<file path="config.mk">
export PLATFORM = sky130hd
export DESIGN_NAME = demux_1x4_stream_flat
export DESIGN_NICKNAME = d
export VERILOG_FILES = /design/src/rtl/demux_1x4_stream_if.sv /design/src/rtl/demux_1x4_stream.sv /design/src/flat_wrapper.sv
export SDC_FILE = /design/constraint.sdc
export NUM_CORES = 1
export LEC_CHECK = 0
export CORE_MARGIN = 1
export CORE_UTILIZATION = 48
export DETAILED_ROUTE_END_ITERATION = 8
export PLACE_DENSITY = 0.8
export REMOVE_ABC_BUFFERS = 1
export SLEW_MARGIN = 10
export SYNTH_ARGS = -nofsm -noshare
export SYNTH_HDL_FRONTEND = slang
export SYNTH_SLANG_ARGS = --single-unit
</file>
<file path="constraint.sdc">
create_clock -name clk -period 3.3 [get_ports clk]
set_input_delay 0.33 -clock clk [delete_from_list [all_inputs] [get_ports clk]]
set_output_delay 0.33 -clock clk [all_outputs]
set_load 0.005 [all_outputs]
</file>
<file path="src/rtl/demux_1x4_stream_if.sv">
`default_nettype none
// ============================================================================
//  Module   : demux_1x4_stream_if
//  Purpose  : Bundles the producer-side stream, the four consumer channels and
//             the status outputs of the 1-to-4 stream demultiplexer.
//  Ports    : in_data/in_valid/in_last/in_ready/sel   producer stream
//             out_data/out_valid/out_last/out_ready   four consumer channels
//             busy/cur_sel/pkt_cnt                     status
//  Modports : master - environment side (drives stream, consumes channels)
//             slave  - demultiplexer side
//  Revision : 1.0 - initial release
// ============================================================================
interface demux_1x4_stream_if #(
  parameter int WIDTH     = 2,
  parameter int PKT_CNT_W = 8
);
  logic [WIDTH-1:0]       in_data;
  logic                   in_valid;
  logic                   in_last;
  logic                   in_ready;
  logic [1:0]             sel;
  logic [4*WIDTH-1:0]     out_data;
  logic [3:0]             out_valid;
  logic [3:0]             out_last;
  logic [3:0]             out_ready;
  logic                   busy;
  logic [1:0]             cur_sel;
  logic [4*PKT_CNT_W-1:0] pkt_cnt;

  modport master (
    output in_data, in_valid, in_last, sel, out_ready,
    input  in_ready, out_data, out_valid, out_last, busy, cur_sel, pkt_cnt
  );

  modport slave (
    input  in_data, in_valid, in_last, sel, out_ready,
    output in_ready, out_data, out_valid, out_last, busy, cur_sel, pkt_cnt
  );
endinterface
`default_nettype wire

</file>
<file path="src/rtl/demux_1x4_stream.sv">
`default_nettype none
// ============================================================================
//  Module   : demux_1x4_stream
//  Purpose  : 1-to-4 stream demultiplexer. Each accepted beat is written into
//             a one-entry buffer of the channel chosen by sel; the channel is
//             locked on the first beat of a packet and held until in_last.
//             Per-channel counters track completed packets.
//  Ports    : clk    rising-edge clock
//             rst_n  synchronous reset, active low
//             bus    stream/channel/status bundle (slave modport)
//  Revision : 1.0 - initial release
// ============================================================================
module demux_1x4_stream #(
  parameter int WIDTH     = 2,
  parameter int PKT_CNT_W = 8
) (
  input  wire                     clk,
  input  wire                     rst_n,
  demux_1x4_stream_if.slave       bus
);

  typedef enum logic [0:0] {
    IDLE = 1'b0,
    PKT  = 1'b1
  } state_t;

  localparam logic [PKT_CNT_W-1:0] CNT_ONE = {{(PKT_CNT_W-1){1'b0}}, 1'b1};

  state_t                         state_q,     state_d;
  logic [1:0]                     cur_sel_q,   cur_sel_d;
  logic [3:0]                     out_valid_q, out_valid_d;
  logic [3:0]                     out_last_q,  out_last_d;
  logic [3:0][WIDTH-1:0]          out_data_q,  out_data_d;
  logic [3:0][PKT_CNT_W-1:0]      pkt_cnt_q,   pkt_cnt_d;

  logic [1:0] tgt;
  logic       in_ready;
  logic       acc;

  always_comb begin
    state_d     = state_q;
    cur_sel_d   = cur_sel_q;
    out_valid_d = out_valid_q;
    out_last_d  = out_last_q;
    out_data_d  = out_data_q;
    pkt_cnt_d   = pkt_cnt_q;

    // Outside a packet the live sel picks the channel; inside, the locked one.
    tgt      = (state_q == IDLE) ? bus.sel : cur_sel_q;
    // Depends only on state, sel and out_ready -- never on in_valid.
    in_ready = !out_valid_q[tgt] | bus.out_ready[tgt];
    acc      = bus.in_valid & in_ready;

    // Every channel drains on its own; a load below overrides the drain so a
    // channel can pass one beat per cycle.
    for (int i = 0; i < 4; i++) begin
      if (out_valid_q[i] && bus.out_ready[i]) begin
        out_valid_d[i] = 1'b0;
      end
    end

    if (acc) begin
      out_data_d[tgt]  = bus.in_data;
      out_last_d[tgt]  = bus.in_last;
      out_valid_d[tgt] = 1'b1;
      if (bus.in_last) begin
        pkt_cnt_d[tgt] = pkt_cnt_q[tgt] + CNT_ONE;
      end
    end

    case (state_q)
      IDLE: begin
        if (acc && !bus.in_last) begin
          state_d   = PKT;
          cur_sel_d = bus.sel;
        end
      end
      PKT: begin
        if (acc && bus.in_last) begin
          state_d = IDLE;
        end
      end
      default: state_d = IDLE;
    endcase
  end

  always_ff @(posedge clk) begin
    if (!rst_n) begin
      state_q     <= IDLE;
      cur_sel_q   <= 2'b00;
      out_valid_q <= 4'b0000;
      out_last_q  <= 4'b0000;
      out_data_q  <= '0;
      pkt_cnt_q   <= '0;
    end else begin
      state_q     <= state_d;
      cur_sel_q   <= cur_sel_d;
      out_valid_q <= out_valid_d;
      out_last_q  <= out_last_d;
      out_data_q  <= out_data_d;
      pkt_cnt_q   <= pkt_cnt_d;
    end
  end

  assign bus.in_ready  = in_ready;
  assign bus.out_data  = out_data_q;
  assign bus.out_valid = out_valid_q;
  assign bus.out_last  = out_last_q;
  assign bus.busy      = (state_q == PKT);
  assign bus.cur_sel   = cur_sel_q;
  assign bus.pkt_cnt   = pkt_cnt_q;

endmodule
`default_nettype wire

</file>
<file path="src/flat_wrapper.sv">
// flat-port wrapper written by rule: the top's interface ports become plain ports
module demux_1x4_stream_flat 
#(
  parameter int WIDTH     = 2,
  parameter int PKT_CNT_W = 8
)
  (clk, rst_n, bus_in_data, bus_in_valid, bus_in_last, bus_sel, bus_out_ready, bus_in_ready, bus_out_data, bus_out_valid, bus_out_last, bus_busy, bus_cur_sel, bus_pkt_cnt);
  demux_1x4_stream_if #(.WIDTH(WIDTH), .PKT_CNT_W(PKT_CNT_W)) bus_i ();
  input  wire clk;
  input  wire rst_n;
  input wire logic [$bits(bus_i.in_data)-1:0] bus_in_data;
  input wire logic [$bits(bus_i.in_valid)-1:0] bus_in_valid;
  input wire logic [$bits(bus_i.in_last)-1:0] bus_in_last;
  input wire logic [$bits(bus_i.sel)-1:0] bus_sel;
  input wire logic [$bits(bus_i.out_ready)-1:0] bus_out_ready;
  output wire logic [$bits(bus_i.in_ready)-1:0] bus_in_ready;
  output wire logic [$bits(bus_i.out_data)-1:0] bus_out_data;
  output wire logic [$bits(bus_i.out_valid)-1:0] bus_out_valid;
  output wire logic [$bits(bus_i.out_last)-1:0] bus_out_last;
  output wire logic [$bits(bus_i.busy)-1:0] bus_busy;
  output wire logic [$bits(bus_i.cur_sel)-1:0] bus_cur_sel;
  output wire logic [$bits(bus_i.pkt_cnt)-1:0] bus_pkt_cnt;
  assign bus_i.in_data = bus_in_data;
  assign bus_i.in_valid = bus_in_valid;
  assign bus_i.in_last = bus_in_last;
  assign bus_i.sel = bus_sel;
  assign bus_i.out_ready = bus_out_ready;
  assign bus_in_ready = bus_i.in_ready;
  assign bus_out_data = bus_i.out_data;
  assign bus_out_valid = bus_i.out_valid;
  assign bus_out_last = bus_i.out_last;
  assign bus_busy = bus_i.busy;
  assign bus_cur_sel = bus_i.cur_sel;
  assign bus_pkt_cnt = bus_i.pkt_cnt;
  demux_1x4_stream #(.WIDTH(WIDTH), .PKT_CNT_W(PKT_CNT_W)) u_core (.clk(clk), .rst_n(rst_n), .bus(bus_i));
endmodule
</file>
Word-level counts from Yosys, hierarchy flattened --
Index checks and enable logic that the tools add are counted. W data, S select, Z words.
Cells by class: $add $sub $neg 1, $lt $le $gt $ge 2, muxes and demuxes 24, bitwise gates (word level) 4, reduce and logical (&&, ||, !) cells 11
Operators by type and width (count):
- $bwmux W32 | 1
- $bmux W8 S2 | 1
- $demux W8 S2 | 1
- $mux W8 | 2
- $mux W1 | 9
- $add A8 B1 Y8 const B | 1
- $bwmux W8 | 1
- $logic_and A1 B1 Y1 | 7
- $bmux W1 S2 | 2
- $bwmux W4 | 1
- $demux W2 S2 | 1
- $mux W2 | 2
- $mux W4 | 1
- $or A4 B4 Y4 | 1
- $reduce_and A2 Y1 | 2
- $lt A2 B3 Y1 const B | 1
- $demux W1 S2 | 1
- $ge A2 B1 Y1 const B | 1
- $logic_not A1 Y1 | 2
- $pmux W1 S2 | 1
- $and A1 B1 Y1 | 1
- $not A1 Y1 | 1
- $or A1 B1 Y1 | 1
Storage, ports and cells: bits in registers 51, bits of input ports 12, output and inout bits 52, word-level logic and storage cells 54

Logic depth before layout (Yosys ltp) --
depth after elaboration 9, depth in mapped cells 9, gate-level depth less buffers 6

Least setup slack after synthesis --
OpenSTA, ideal clock, no wires.
path type flip-flop to flip-flop, start point reg (tool-made name), end point reg u_core.pkt_cnt_q, in the netlist u_core.bus.pkt_cnt[22], library setup time 126 ps, arrival 2322 ps, required time 3174 ps, path slack 852 ps, cell stages (with the launch flop) 9, path buffers 2, period minus slack after synthesis 2448 ps, cell sequence dfxtp_1 > mux2i_1 > buf_4 > buf_4 > mux4_2 > ha_1 > nand4_1 > xor2_1 > a21oi_1
RTL lines:
- end signal, assigned | line demux_1x4_stream.sv:101 | pkt_cnt_q <= pkt_cnt_d;
- end, declared | line demux_1x4_stream.sv:34 | logic [3:0][PKT_CNT_W-1:0] pkt_cnt_q, pkt_cnt_d;

==> results.md <==
* Number of CTS-inserted buffers at 5
* Power density over the cells at 388 mW/mm2
* GRT Overall Usage at 22.5%
* Vias in the first global route at 1829
* Global-route wire length before repair at approximately 9.0 mm
* Number of inserted diodes at 0
* Number of distinct library cells after synthesis at 32
* Transition time at the pin with the least slew margin at 1.02 ns
* Largest net degree at the start of global routing at 36
* TritonCTS sink count at 51
* Clk network pwr share at 29.4%
* Critical Path End Type: output port
* Ranking of synthesized cells by area: dfxtp_1 44%, mux2i_1 7.8%, mux4_2 6.8%, nand2_1 4.7%, o21ai_0 4.5%
* Outcome: finished, final reports clean
* Net switching power figure at 0.300 mW
* Starting DRC count in detailed routing at 141
* Count of final max-slew check failures at 0
* Fill cell total of the finished layout at 365
* Yosys warning count at 0
* Critical Path RT at a little under 3 ns
* Sequential share of the synthesized area at 44.1%
* Register cell area after layout at 0.00102 mm2
* Switching part of the total at between 20 and 30%
* Worst ir drop on vdd at roughly 0.27 mV
* Final count of negative-setup-slack endpoints at 0
* Avg WL per Cell at 15.4 um
* Count of cells along the worst register-to-register path at 6
* Fraction of power consumed by combinational cells at between 10% and 20%
* Share of post-route cells with drive strength above 1 at 10.5%
* Terminating pin of the worst hold path: u_core.bus.out_data[5]$_SDFFE_PN0P_
* Number of endpoints with negative hold slack in the final report at 0
* Mean post-synth cell area at ~10 um2
* Period utilization at between 80% and 90%
* Setup Total Neg Slack at 0 ns
* Post-DRT Antenna Nets at 0
* Arrival time of the worst setup path at 2.45 ns
* Largest driver fanout on the critical path at 16
* Die H at 71.5 um
* Post-synth ARST share at 0%
* Number of detailed-routing iterations run before antenna repair at 4
* Clock tree from TritonCTS: yes
* Highest-count cells in the layout ignoring fill and taps: 63 x clkdlybuf4s50_1, 51 x dfxtp_1, 29 x nand2_1, 21 x o21ai_0, 20 x a21oi_1
* Final net count at 307
* Clock H-tree levels at 2
* Internal power component at 0.891 mW
* Critical path launch point type: flop
* Critical path cell sequence: mux2i_4 > mux2i_1 > clkdlybuf4s50_1
* Clk Tree Root Cell: clkbuf_8
* Endpoint of the most critical register-to-register path: u_core.bus.pkt_cnt[22]$_SDFFE_PN0P_
* Largest area contributor in the synthesized netlist: dfxtp_1
* Post-cts hold buffer count at 0
* Reported max-cap violation count at 0
* Resize count post-CTS at 0
* Share of total power in sequential cells at 55.4%
* Number of synthesized flops with an enable pin at 0
* Kind of critical path: flop to output port
* RSZ-0062 raised after global routing: false
* Count of buffering cells on the critical path with inverters included at 1
* Boundary pin count at 64
* Clock-pin slew of the registers on the worst-case setup and hold paths at 0.09 ns
* Share of the synthesized area in the top cell type at 44.1%
* Routability-driven placement congestion ratio at 0.843
* Start point of the worst min-delay path: u_core.bus.out_data[5]$_SDFFE_PN0P_
* Buffers added on ports at 63
* Achievable clock frequency at 359 MHz
* Leakage component of the power at about 1.2 nW
* Final min period at 2.78 ns
* Clk_lat worst skew at between 0.3 and 0.4 ns
* Effective utilization at floorplan at 51.4%
* Slew HR at 31.7%
* Area enclosed by the die boundary at just over 0.005 mm2
* Setup Buffers After CTS at 0
* Via/cell ratio at 5.60
* Clock Skew at between 0.01 and 0.015 ns
* Grt total ovfl at 0
* Die span in x at 71.5 um
* Number of antenna violations at the first check in global routing at 0
* Post-synthesis instance area at roughly 0.0023 mm2
* Number of vias in the routed layout at between 1500 and 2000
* Clock Tree Buf Depth at 2
* Hold-critical path depth at 2
* Final wirelength at 5.36 mm
* Utilization after layout at between 60% and 70%
* Cell with the biggest individual delay on the critical path: mux2i_4
* Worst path top cell family by delay: multiplexers
* Floorplan core area at 0.00450 mm2
* Final HPWL from detailed placement at around 3.8 mm
* Register-to-register path setup slack at roughly 0.7 ns
* Seq cells post-synth at 51
* Number of cell rows at 24
* Gate Count Post-Synth at about 230
* Most common cell after layout, fill and taps aside: clkdlybuf4s50_1
* Area grow syn2layout at 32.5%
* Critical path's largest stage delay at about 0.7 ns
* DRC violations left at 0
* Kind of path behind the tightest hold check: flop to flop
* Top flip-flop cell by instance count after synthesis: dfxtp_1
* Area of combinational cells with multiple inputs at 0.00122 mm2
cell type report:
class	instances	area share, %
Timing Repair Buffer	70	22.3
Sequential cell	51	33.3
Tap cell	52	2.12
Multi-Input combinational cell	166	39.7
Clock buffer	7	2.49
Clock inverter	1	0.163
per-layer routing:
metal,part of all wire (%),GRT usage [%],vias to the layer above
li1,-,-,953
met1,45,31.1,910
met2,48,35.4,75
met3,5.6,4.50,5
met4,1.4,7.84,0
met5,0,0,-
logic make-up (layout without fill, tap and decap cells):
group           count (synthesis)  count (layout)  share of synthesized area (%)
simple gates                   69              69                           15.3
flops                          51              51                           44.1
buf+inv                        15              78                           3.51
compound gates                 62              62                           16.3
xor+xnor                        5               5                           2.54
fa+ha+maj                       1               1                          0.540
mux                            29              29                           17.7
registers in the layout, indices dropped and copies added (netlist names), named ones only:
register and cells:
u_core.bus.cur_sel 2, u_core.bus.out_valid 4, u_core.bus.pkt_cnt 32, u_core.bus.out_last 4
u_core.bus.out_data 8
tightest hold or removal path, cell delays in order, from the launching register on:
cell      delay [ns]
dfxtp_1         0.32
nand2_1         0.04
a21boi_0        0.07
per-stage QoR:
stage          area, um2  instances  worst slack [ns]  hold slack, ns  power, mW
4_1_cts             3070        347             0.491           0.478       1.20
6_report            3070        347             0.515           0.473       1.19
2_1_floorplan       2230        217            0.0495           0.458      0.757
3_5_place_dp        2990        339             0.516           0.465      0.855
3_3_place_gp        2990        339             0.557           0.458      0.852
5_1_grt             3070        347             0.338           0.512       1.24
Yosys cell counts (5+ instances only):
| master | number |
|---|---|
| buf_2 | 5 |
| mux4_2 | 7 |
| clkbuf_1 | 6 |
| o21ai_0 | 21 |
| nand3_1 | 8 |
| a21oi_1 | 20 |
| a21boi_0 | 9 |
| mux2i_1 | 18 |
| o211a_1 | 8 |
| nor2b_1 | 15 |
| nand2_1 | 29 |
| dfxtp_1 | 51 |
worst max path at each step:
| stage | cells after the start | end | slack [ns] | start |
|---|---|---|---|---|
| final | 3 | bus_in_ready | 0.52 | flop |
| after detailed placement | 7 | u_core.bus.pkt_cnt[28]$_SDFFE_PN0P_ | 0.52 | bus_sel[1] |
| after floorplan | 6 | u_core.bus.pkt_cnt[14]$_SDFFE_PN0P_ | 0.05 | flop |
| after global routing | 3 | bus_in_ready | 0.34 | flop |
| after CTS | 3 | bus_in_ready | 0.49 | flop |
| after global placement | 7 | u_core.bus.pkt_cnt[22]$_SDFFE_PN0P_ | 0.56 | bus_sel[1] |
power by group through the flow:
| stage | combinational [mW] | clock, mW | sequential, mW |
|---|---|---|---|
| after detailed placement | 0.181 | 0 | 0.673 |
| after CTS | 0.182 | 0.360 | 0.659 |
| after global routing | 0.198 | 0.381 | 0.663 |
| final | 0.182 | 0.349 | 0.659 |
| after floorplan | 0.0851 | 0 | 0.672 |
| after global placement | 0.179 | 0 | 0.673 |
No activity file was read; power rests on OpenSTA's default activity.
